<file path="config.mk">
export PLATFORM = sky130hd
export DESIGN_NAME = trigger_seq_ctrl
export DESIGN_NICKNAME = d
export VERILOG_FILES = /design/src/rtl/trg_seq_pkg.sv /design/src/rtl/sat_cnt16.sv /design/src/rtl/trigger_seq_ctrl.sv
export SDC_FILE = /design/constraint.sdc
export NUM_CORES = 1
export LEC_CHECK = 0
export BUFFER_PORTS_ARGS = -buffer_cell sky130_fd_sc_hd__buf_2
export CORE_MARGIN = 2
export CORE_UTILIZATION = 58
export CTS_CLUSTER_DIAMETER = 40
export CTS_CLUSTER_SIZE = 20
export DETAILED_ROUTE_END_ITERATION = 10
export PLACE_DENSITY = 0.87
export SLEW_MARGIN = 20
export SYNTH_ARGS = -nofsm -noshare
export SYNTH_HDL_FRONTEND = slang
export SYNTH_HIERARCHICAL = 1
export SYNTH_SLANG_ARGS = --single-unit
</file>
<file path="constraint.sdc">
create_clock -name clk_in -period 3.8 [get_ports clk_in]
set_clock_uncertainty 0.05 [all_clocks]
set_input_delay 0.57 -clock clk_in [delete_from_list [all_inputs] [get_ports clk_in]]
set_output_delay 0.57 -clock clk_in [all_outputs]
set_load 0.1 [all_outputs]
</file>
<file path="src/rtl/trg_seq_pkg.sv">
// Shared types and widths for the trigger sequencer.
package trg_seq_pkg;

    localparam int unsigned CNT_W = 16;
    localparam int unsigned DT_W  = 24;

    typedef enum logic [2:0] {
        ST_IDLE      = 3'd0,
        ST_TRG       = 3'd1,
        ST_WAIT_BUSY = 3'd2,
        ST_BUSY      = 3'd3,
        ST_DEAD      = 3'd4
    } trg_state_t;

endpackage

</file>
<file path="src/rtl/sat_cnt16.sv">
// Saturating housekeeping counter; a clear in the same cycle as an increment wins.
module sat_cnt16
    import trg_seq_pkg::*;
(
    input  logic             clk,
    input  logic             rst,
    input  logic             inc,
    input  logic             clr,
    output logic [CNT_W-1:0] q
);

    logic [CNT_W-1:0] cnt_q;
    logic [CNT_W-1:0] cnt_d;

    always_comb begin
        cnt_d = cnt_q;
        if (clr) begin
            cnt_d = '0;
        end else if (inc && (cnt_q != {CNT_W{1'b1}})) begin
            cnt_d = cnt_q + CNT_W'(1);
        end
    end

    always_ff @(posedge clk) begin
        if (rst) begin
            cnt_q <= '0;
        end else begin
            cnt_q <= cnt_d;
        end
    end

    assign q = cnt_q;

endmodule

</file>
<file path="src/rtl/trigger_seq_ctrl.sv">
// Sequences a coincidence trigger to the Si trackers: pulse, busy handshake, dead time,
// with housekeeping counters for accepted, dropped and timed-out triggers.
module trigger_seq_ctrl
    import trg_seq_pkg::*;
#(
    parameter int unsigned     TRG_PULSE_CYC        = 50,
    parameter int unsigned     BUSY_TIMEOUT_CYC     = 500,
    parameter logic [DT_W-1:0] SI_DEAD_TIME_SET_NUM = 24'd15000,
    parameter int unsigned     TAG_W                = 5
) (
    input  logic             clk_in,
    input  logic             rst_in,
    input  logic             enable_in,
    input  logic             cnt_clr_in,
    input  logic             coincid_trg_in,
    input  logic [TAG_W-1:0] coincid_tag_in,
    input  logic [1:0]       busy_syn_in,
    input  logic [1:0]       busy_mask_in,
    input  logic [DT_W-1:0]  dead_time_in,
    output logic             trg_out,
    output logic [TAG_W-1:0] trg_tag_out,
    output logic [CNT_W-1:0] trg_id_out,
    output logic             ctrl_busy_out,
    output logic [2:0]       state_out,
    output logic [CNT_W-1:0] acc_cnt_out,
    output logic [CNT_W-1:0] drop_cnt_out,
    output logic [CNT_W-1:0] timeout_cnt_out
);

    localparam logic [DT_W-1:0] PULSE_LAST   = DT_W'(TRG_PULSE_CYC - 1);
    localparam logic [DT_W-1:0] TIMEOUT_LAST = DT_W'(BUSY_TIMEOUT_CYC - 1);

    trg_state_t       state_q, state_d;
    logic [DT_W-1:0]  tmr_q, tmr_d;
    logic [DT_W-1:0]  dt_q, dt_d;
    logic             trg_q, trg_d;
    logic             ctrl_busy_q, ctrl_busy_d;
    logic [TAG_W-1:0] tag_q, tag_d;
    logic [CNT_W-1:0] id_q, id_d;

    logic             busy_any;
    logic [DT_W-1:0]  eff_dt;
    logic             acc_inc, drop_inc, to_inc;

    assign busy_any = |(busy_syn_in & ~busy_mask_in);
    assign eff_dt   = (dead_time_in == '0) ? SI_DEAD_TIME_SET_NUM : dead_time_in;

    // Next state, shared phase timer and trigger bookkeeping.
    always_comb begin
        state_d  = state_q;
        tag_d    = tag_q;
        id_d     = id_q;
        dt_d     = dt_q;
        acc_inc  = 1'b0;
        drop_inc = 1'b0;
        to_inc   = 1'b0;

        case (state_q)
            ST_IDLE: begin
                if (coincid_trg_in && enable_in) begin
                    if (busy_any) begin
                        drop_inc = 1'b1;
                    end else begin
                        state_d = ST_TRG;
                        tag_d   = coincid_tag_in;
                        id_d    = id_q + CNT_W'(1);
                        acc_inc = 1'b1;
                    end
                end
            end
            ST_TRG: begin
                if (tmr_q == PULSE_LAST) begin
                    state_d = (busy_mask_in == 2'b11) ? ST_DEAD : ST_WAIT_BUSY;
                end
            end
            ST_WAIT_BUSY: begin
                if (busy_any) begin
                    state_d = ST_BUSY;
                end else if (tmr_q == TIMEOUT_LAST) begin
                    state_d = ST_DEAD;
                    to_inc  = 1'b1;
                end
            end
            ST_BUSY: begin
                if (!busy_any) begin
                    state_d = ST_DEAD;
                end
            end
            ST_DEAD: begin
                if (tmr_q == dt_q - DT_W'(1)) begin
                    state_d = ST_IDLE;
                end
            end
            default: begin
                state_d = ST_IDLE;
            end
        endcase

        if ((state_q != ST_IDLE) && coincid_trg_in) begin
            drop_inc = 1'b1;
        end

        // Dead time is latched on entry so a mid-DEAD change waits for the next sequence.
        if ((state_d == ST_DEAD) && (state_q != ST_DEAD)) begin
            dt_d = eff_dt;
        end

        if ((state_d != state_q) || (state_d == ST_IDLE)) begin
            tmr_d = '0;
        end else begin
            tmr_d = tmr_q + DT_W'(1);
        end

        trg_d       = (state_d == ST_TRG);
        ctrl_busy_d = (state_d != ST_IDLE);
    end

    always_ff @(posedge clk_in) begin
        if (rst_in) begin
            state_q     <= ST_IDLE;
            tmr_q       <= '0;
            dt_q        <= '0;
            trg_q       <= 1'b0;
            ctrl_busy_q <= 1'b0;
            tag_q       <= '0;
            id_q        <= '0;
        end else begin
            state_q     <= state_d;
            tmr_q       <= tmr_d;
            dt_q        <= dt_d;
            trg_q       <= trg_d;
            ctrl_busy_q <= ctrl_busy_d;
            tag_q       <= tag_d;
            id_q        <= id_d;
        end
    end

    sat_cnt16 u_acc_cnt (
        .clk (clk_in),
        .rst (rst_in),
        .inc (acc_inc),
        .clr (cnt_clr_in),
        .q   (acc_cnt_out)
    );

    sat_cnt16 u_drop_cnt (
        .clk (clk_in),
        .rst (rst_in),
        .inc (drop_inc),
        .clr (cnt_clr_in),
        .q   (drop_cnt_out)
    );

    sat_cnt16 u_timeout_cnt (
        .clk (clk_in),
        .rst (rst_in),
        .inc (to_inc),
        .clr (cnt_clr_in),
        .q   (timeout_cnt_out)
    );

    assign trg_out       = trg_q;
    assign trg_tag_out   = tag_q;
    assign trg_id_out    = id_q;
    assign ctrl_busy_out = ctrl_busy_q;
    assign state_out     = state_q;

endmodule
</file>
Word-level counts from Yosys, hierarchy flattened
Index checks and enable logic that the tools add are counted. W data, S select, Z words.

Bitwise operators: 3. Reductions and logical operators: 16. Eq/ne operators: 15. Multiplexer cells: 20. $add $sub $neg: 6.

Operator list (number): $add A16 B1 Y16 const B (4); $ne A16 B16 Y1 const B (3); $add A24 B1 Y24 const B (1); $eq A24 B24 Y1 (1); $eq A24 B6 Y1 const B (1); $eq A24 B9 Y1 const B (1); $logic_not A24 Y1 (1); $mux W24 (1); $mux W3 (8); $sub A24 B1 Y24 const B (1); $pmux W3 S5 (1); $mux W1 (10); $eq A3 B1 Y1 const B (2); $eq A3 B2 Y1 const B (2); $eq A3 B3 Y1 const B (2); $logic_and A1 B1 Y1 (6); $logic_not A3 Y1 (2); $reduce_bool A3 Y1 (2); $reduce_or A2 Y1 (3); $ne A3 B3 Y1 (1); $ne A3 B3 Y1 const B (1); $reduce_and A3 Y1 (1); $and A2 B2 Y2 (1); $eq A2 B2 Y1 const B (1); 3 further kinds (3).

Logic and storage cells: 70. Bits of input ports: 38. Register bits: 122. Output and inout bits: 74.

Longest topological paths before layout
Depth in word-level cells: 9. Depth in mapped cells: 12. Mapped depth without buffers: 10.

Cells and area by module
Netlist, hierarchy kept.

Modules (own cells, without submodules): trigger_seq_ctrl (seq. area each 1481.4 sq um, instances 1, cells an instance 529, area each 4425.5 sq um); sat_cnt16 (seq. area each 320.3 sq um, instances 3, cells an instance 102, area each 917.1 sq um).

Worst setup path before layout
Ideal clock, no wire load.

Path type: flip-flop to flip-flop. Start: register state_q[0], in the netlist state_out[0]. End: register u_acc_cnt.cnt_q[12], in the netlist u_acc_cnt/q[12]. Path slack: 0.667 ns. Stages on the path, launching flop included: 10. Clock period less this slack: 3.133 ns. Path buffers: 3. Arrival: 2.991 ns. Data required time: 3.659 ns. Library setup time: 0.091 ns. Cells stage by stage: dfxtp_1 > clkbuf_1 > a2111oi_0 > and2_1 > buf_1 > and4_4 > and3_1 > buf_4 > a31oi_1 > a311oi_1.

Word-level cells in the longest chain between the ends: 3.

RTL lines: start: declaration (line trigger_seq_ctrl.sv:33) `trg_state_t state_q, state_d;`; start signal: assignment (line trigger_seq_ctrl.sv:128) `state_q <= state_d;`; $logic_not A3 Y1 (line trigger_seq_ctrl.sv:58) `case (state_q)`; $mux W1 (line trigger_seq_ctrl.sv:58); via acc_inc (line trigger_seq_ctrl.sv:43) `logic acc_inc, drop_inc, to_inc;`; $logic_and A1 B1 Y1 (line sat_cnt16.sv:19) `end else if (inc && (cnt_q != {CNT_W{1'b1}})) begin`; end signal: assignment (line sat_cnt16.sv:28) `cnt_q <= cnt_d;`; end: declaration (line sat_cnt16.sv:12) `logic [CNT_W-1:0] cnt_q;`.

The timed path passes the listed nets, and every way through them passes these cells. A chain may end at the register's enable or synchronous reset.

Final worst setup path
Start: register dt_q[0]. End: register tmr_q[20].

Word-level cells in the longest chain between the ends: 7. Elaborated cells between the ends (all ways): 8. Those cells by class: add/sub: 1; eq/ne: 2; mux: 2; reduce/logical: 3.

RTL lines: start: declaration (line trigger_seq_ctrl.sv:35) `logic [DT_W-1:0] dt_q, dt_d;`; start signal: assignment (line trigger_seq_ctrl.sv:130) `dt_q <= dt_d;`; $sub A24 B1 Y24 (*) (line trigger_seq_ctrl.sv:90) `if (tmr_q == dt_q - DT_W'(1)) begin`; $eq A24 B24 Y1 (*) (line trigger_seq_ctrl.sv:90); $mux W3 (*) (line trigger_seq_ctrl.sv:90); $pmux W3 S5 (*) (line trigger_seq_ctrl.sv:58); $ne A3 B3 Y1 or $logic_not A3 Y1 (tied branches) (line trigger_seq_ctrl.sv:108) `if ((state_d != state_q) || (state_d == ST_IDLE)) begin`; $logic_or A1 B1 Y1 (*) (line trigger_seq_ctrl.sv:108); $reduce_or A2 Y1 (no source line) (*); end signal: assignment (line trigger_seq_ctrl.sv:129) `tmr_q <= tmr_d;`; end: declaration (line trigger_seq_ctrl.sv:34) `logic [DT_W-1:0] tmr_q, tmr_d;`.

Every way passes the cells marked *; elsewhere a longest branch is shown, timed or not.

==> results.json <==
{
  "synth_edf_count": 0,
  "start_kind": "register",
  "grt_pass1_vias": 6136,
  "port_buffers": 111,
  "postCtsHoldBufs": 0,
  "fillers": 961,
  "cts_num_sinks": 122,
  "power.density_nw_per_um2": 368,
  "async_reset_ff_share_pct": 0,
  "worstPathRequired_ns": 4.02,
  "vias_per_cell": 6.11,
  "final_cells": 1103,
  "hold_start": "coincid_tag_in[3]",
  "finalWeightedCongestion": 0.910,
  "cts_buffers": 17,
  "worst_pin_slew_ns": 0.801,
  "reg2reg_from": "dt_q[0]",
  "grt_overflow": 0,
  "drt-pass1-iter-count": 5,
  "max_freq_ghz": 0.300,
  "area_delta_synth_final_pct": 15.4,
  "antenna_left": 0,
  "report.final.hold_viol_count": 0,
  "grt_max_degree": 39,
  "via_count": 6743,
  "cts-root-buf": "clkbuf_16",
  "grt_use_total_pct": 26.8,
  "die_h_um": 115,
  "nNetsFinal": 967,
  "slew_headroom_pct": 45.2,
  "htreeDepth": 4,
  "initial_core_util_pct": 59.5,
  "cts.path.max_buffers": 2,
  "grt_pass1_wl_mm": 29.0,
  "cts_resized": 0,
  "syn_inst": 835,
  "r2r-end": "tmr_q[20]",
  "synth.distinct_cells": 73,
  "setup_violations": 0,
  "die_width_um": 115,
  "yosysMostFrequentCell": "dfxtp_1",
  "synth_ff_type": "dfxtp_1",
  "fin_ws_ns": 0.462,
  "synth_top_area_share_pct": 34.0,
  "worstSetupPathType": "register to register",
  "timing.setup.tns_ns": 0,
  "syn_nets": 880,
  "ys_ff_latch": 122,
  "cap_violations": 0,
  "core-area_um2": 12100,
  "antenna_found_initial": 0,
  "hold_path_class": "input port to register",
  "clkLatencyLatePin_ns": 0.43,
  "ys_seq_area_share_pct": 34.0,
  "wl_mm": 17.5,
  "peakVddDrop_v": 0.000410,
  "cellLeakagePower_nw": 3.35,
  "dp_cells": 1071,
  "diodes": 0,
  "r2r_cells": 10,
  "end_kind": "register",
  "yosys-top-cells-area": "dfxtp_1 34%, mux2i_1 5.9%, nor2_1 4.5%",
  "wl_per_cell_um": 15.9,
  "status": "complete, no violations",
  "r2r_slack_ns": 0.46,
  "slew_viol_final": 0,
  "synth_common_cells": "122 x dfxtp_1, 86 x nor2_1, 63 x nand2_1",
  "critPathLaunch": "dt_q[0]",
  "post-route-drc-count": 0,
  "synth_top_cell_by_area": "dfxtp_1",
  "dieArea_um2": 13300,
  "rsz0062_at_grt": "no",
  "min_period_ns": 3.34,
  "post-cts-setup-buffers": 0,
  "cp.arrival_ns": 3.56,
  "synth_warnings": 6,
  "cts_tree": "yes",
  "finalCritPeriodShare_pct": 87.8,
  "num_io_pins": 112,
  "synthesis.area_um2": 7180,
  "hpwl_mm": 12.0,
  "critPathCapture": "tmr_q[20]",
  "avgSynthCellArea_um2": 8.60,
  "rows": 40,
  "drive_gt1_share_pct": 21.5,
  "path_max_fanout": 26,
  "preCtsSetupSlack_ns": 0.510,
  "clk_pin_slew_ns": 0.05,
  "dr.first_iter.drc_count": 675
}
-- cell type report --
cell class	instances	area, um2	area share (%)
multi-input cells	649	4390	53.0
flip-flops and latches	122	2440	29.5
repair buffers	118	608	7.34
clock buffers	20	457	5.51
well taps	168	210	2.54
clock inverters	12	123	1.48
inverters	14	52.6	0.635
-- worst max-delay path, cell delays in order (launching register included) --
cell,delay (ns)
dfxtp_1,0.36
inv_1,0.08
ha_1,0.23
nor4b_4,0.35
and2_1,0.39
xnor2_1,0.10
a211oi_1,0.23
o2111ai_1,0.15
or4b_4,0.52
nor2_4,0.53
o32ai_1,0.18
-- placed cells by master (no fill, tap or decap), drive strengths merged, types with 5 or more instances in the layout --
cell type / netlist / layout
clkinv: 0 / 7
nor2: 87 / 87
clkbuf: 21 / 20
o21ai: 28 / 28
inv: 14 / 15
xor2: 29 / 29
a211oi: 19 / 19
or4: 18 / 18
ha: 7 / 7
nand4: 30 / 30
a21boi: 5 / 5
dfxtp: 122 / 122
and3: 25 / 25
nand2: 63 / 63
mux2i: 42 / 42
and2: 15 / 15
a21oi: 35 / 35
o32ai: 8 / 8
buf: 26 / 118
nand3: 30 / 30
or3: 36 / 36
nor4: 19 / 19
and4: 8 / 8
xnor2: 33 / 33
o31ai: 14 / 14
a31oi: 16 / 16
a2111o: 6 / 6
nor3: 25 / 25
or2: 6 / 6
-- logic make-up (layout without fill, tap and decap cells) --
group                    after synthesis  in the layout  share of synthesized area (%)
AND/OR/NAND/NOR                      377            377                           30.3
AO/OA/AOI/OAI                        161            161                           16.1
flip-flops                           122            122                           34.0
buffers and inverters                 64            164                           4.97
XOR/XNOR                              62             62                           7.57
multiplexers                          42             42                           5.86
adder cells (fa/ha/maj)                7              7                           1.22
-- worst min-delay path by stage --
stage                     endpoint  slack [ns]  cells past startpoint
global route        trg_tag_out[0]        0.33                      3
CTS                 trg_tag_out[0]        0.33                      3
floorplan                 dt_q[23]        0.43                      2
detailed placement  trg_id_out[15]        0.42                      2
global placement    trg_id_out[15]        0.42                      2
finish              trg_tag_out[3]        0.33                      3
-- metal layers --
layer  up-vias  track usage (%)  routed length (um)
li1       3287                -                   -
met1      3159             34.3                7610
met2       254             44.5                8400
met3        43             6.33                1150
met4         0             9.16                 346
met5         -                0                   0
-- stage by stage --
| stage | hold slack, ns | total power, mW | instance area [um2] | util [%] |
|---|---|---|---|---|
| floorplan | 0.434 | 1.43 | 7180 | - |
| global placement | 0.416 | 1.48 | 7700 | 63.9 |
| detailed placement | 0.423 | 1.48 | 7700 | 63.9 |
| CTS | 0.325 | 3.06 | 8280 | 68.7 |
| global route | 0.332 | 3.13 | 8280 | 68.7 |
| finish | 0.334 | 3.04 | 8280 | 68.7 |
-- report_power, final --
group,internal (mW),switching (mW),total [mW]
Sequential,1.29,0.00808,1.29
Clock,0.993,0.593,1.59
Combinational,0.0464,0.117,0.164
-- state kept, by name, summed over array words and instances, names as in the netlist --
register / cells
u_acc_cnt/q: 16
trg_id_out: 16
u_drop_cnt/q: 16
trg_tag_out: 5
trg_out: 1
tmr_q: 24
ctrl_busy_out: 1
state_out: 3
u_timeout_cnt/q: 16
dt_q: 24
(Power assumes the default switching activity.)
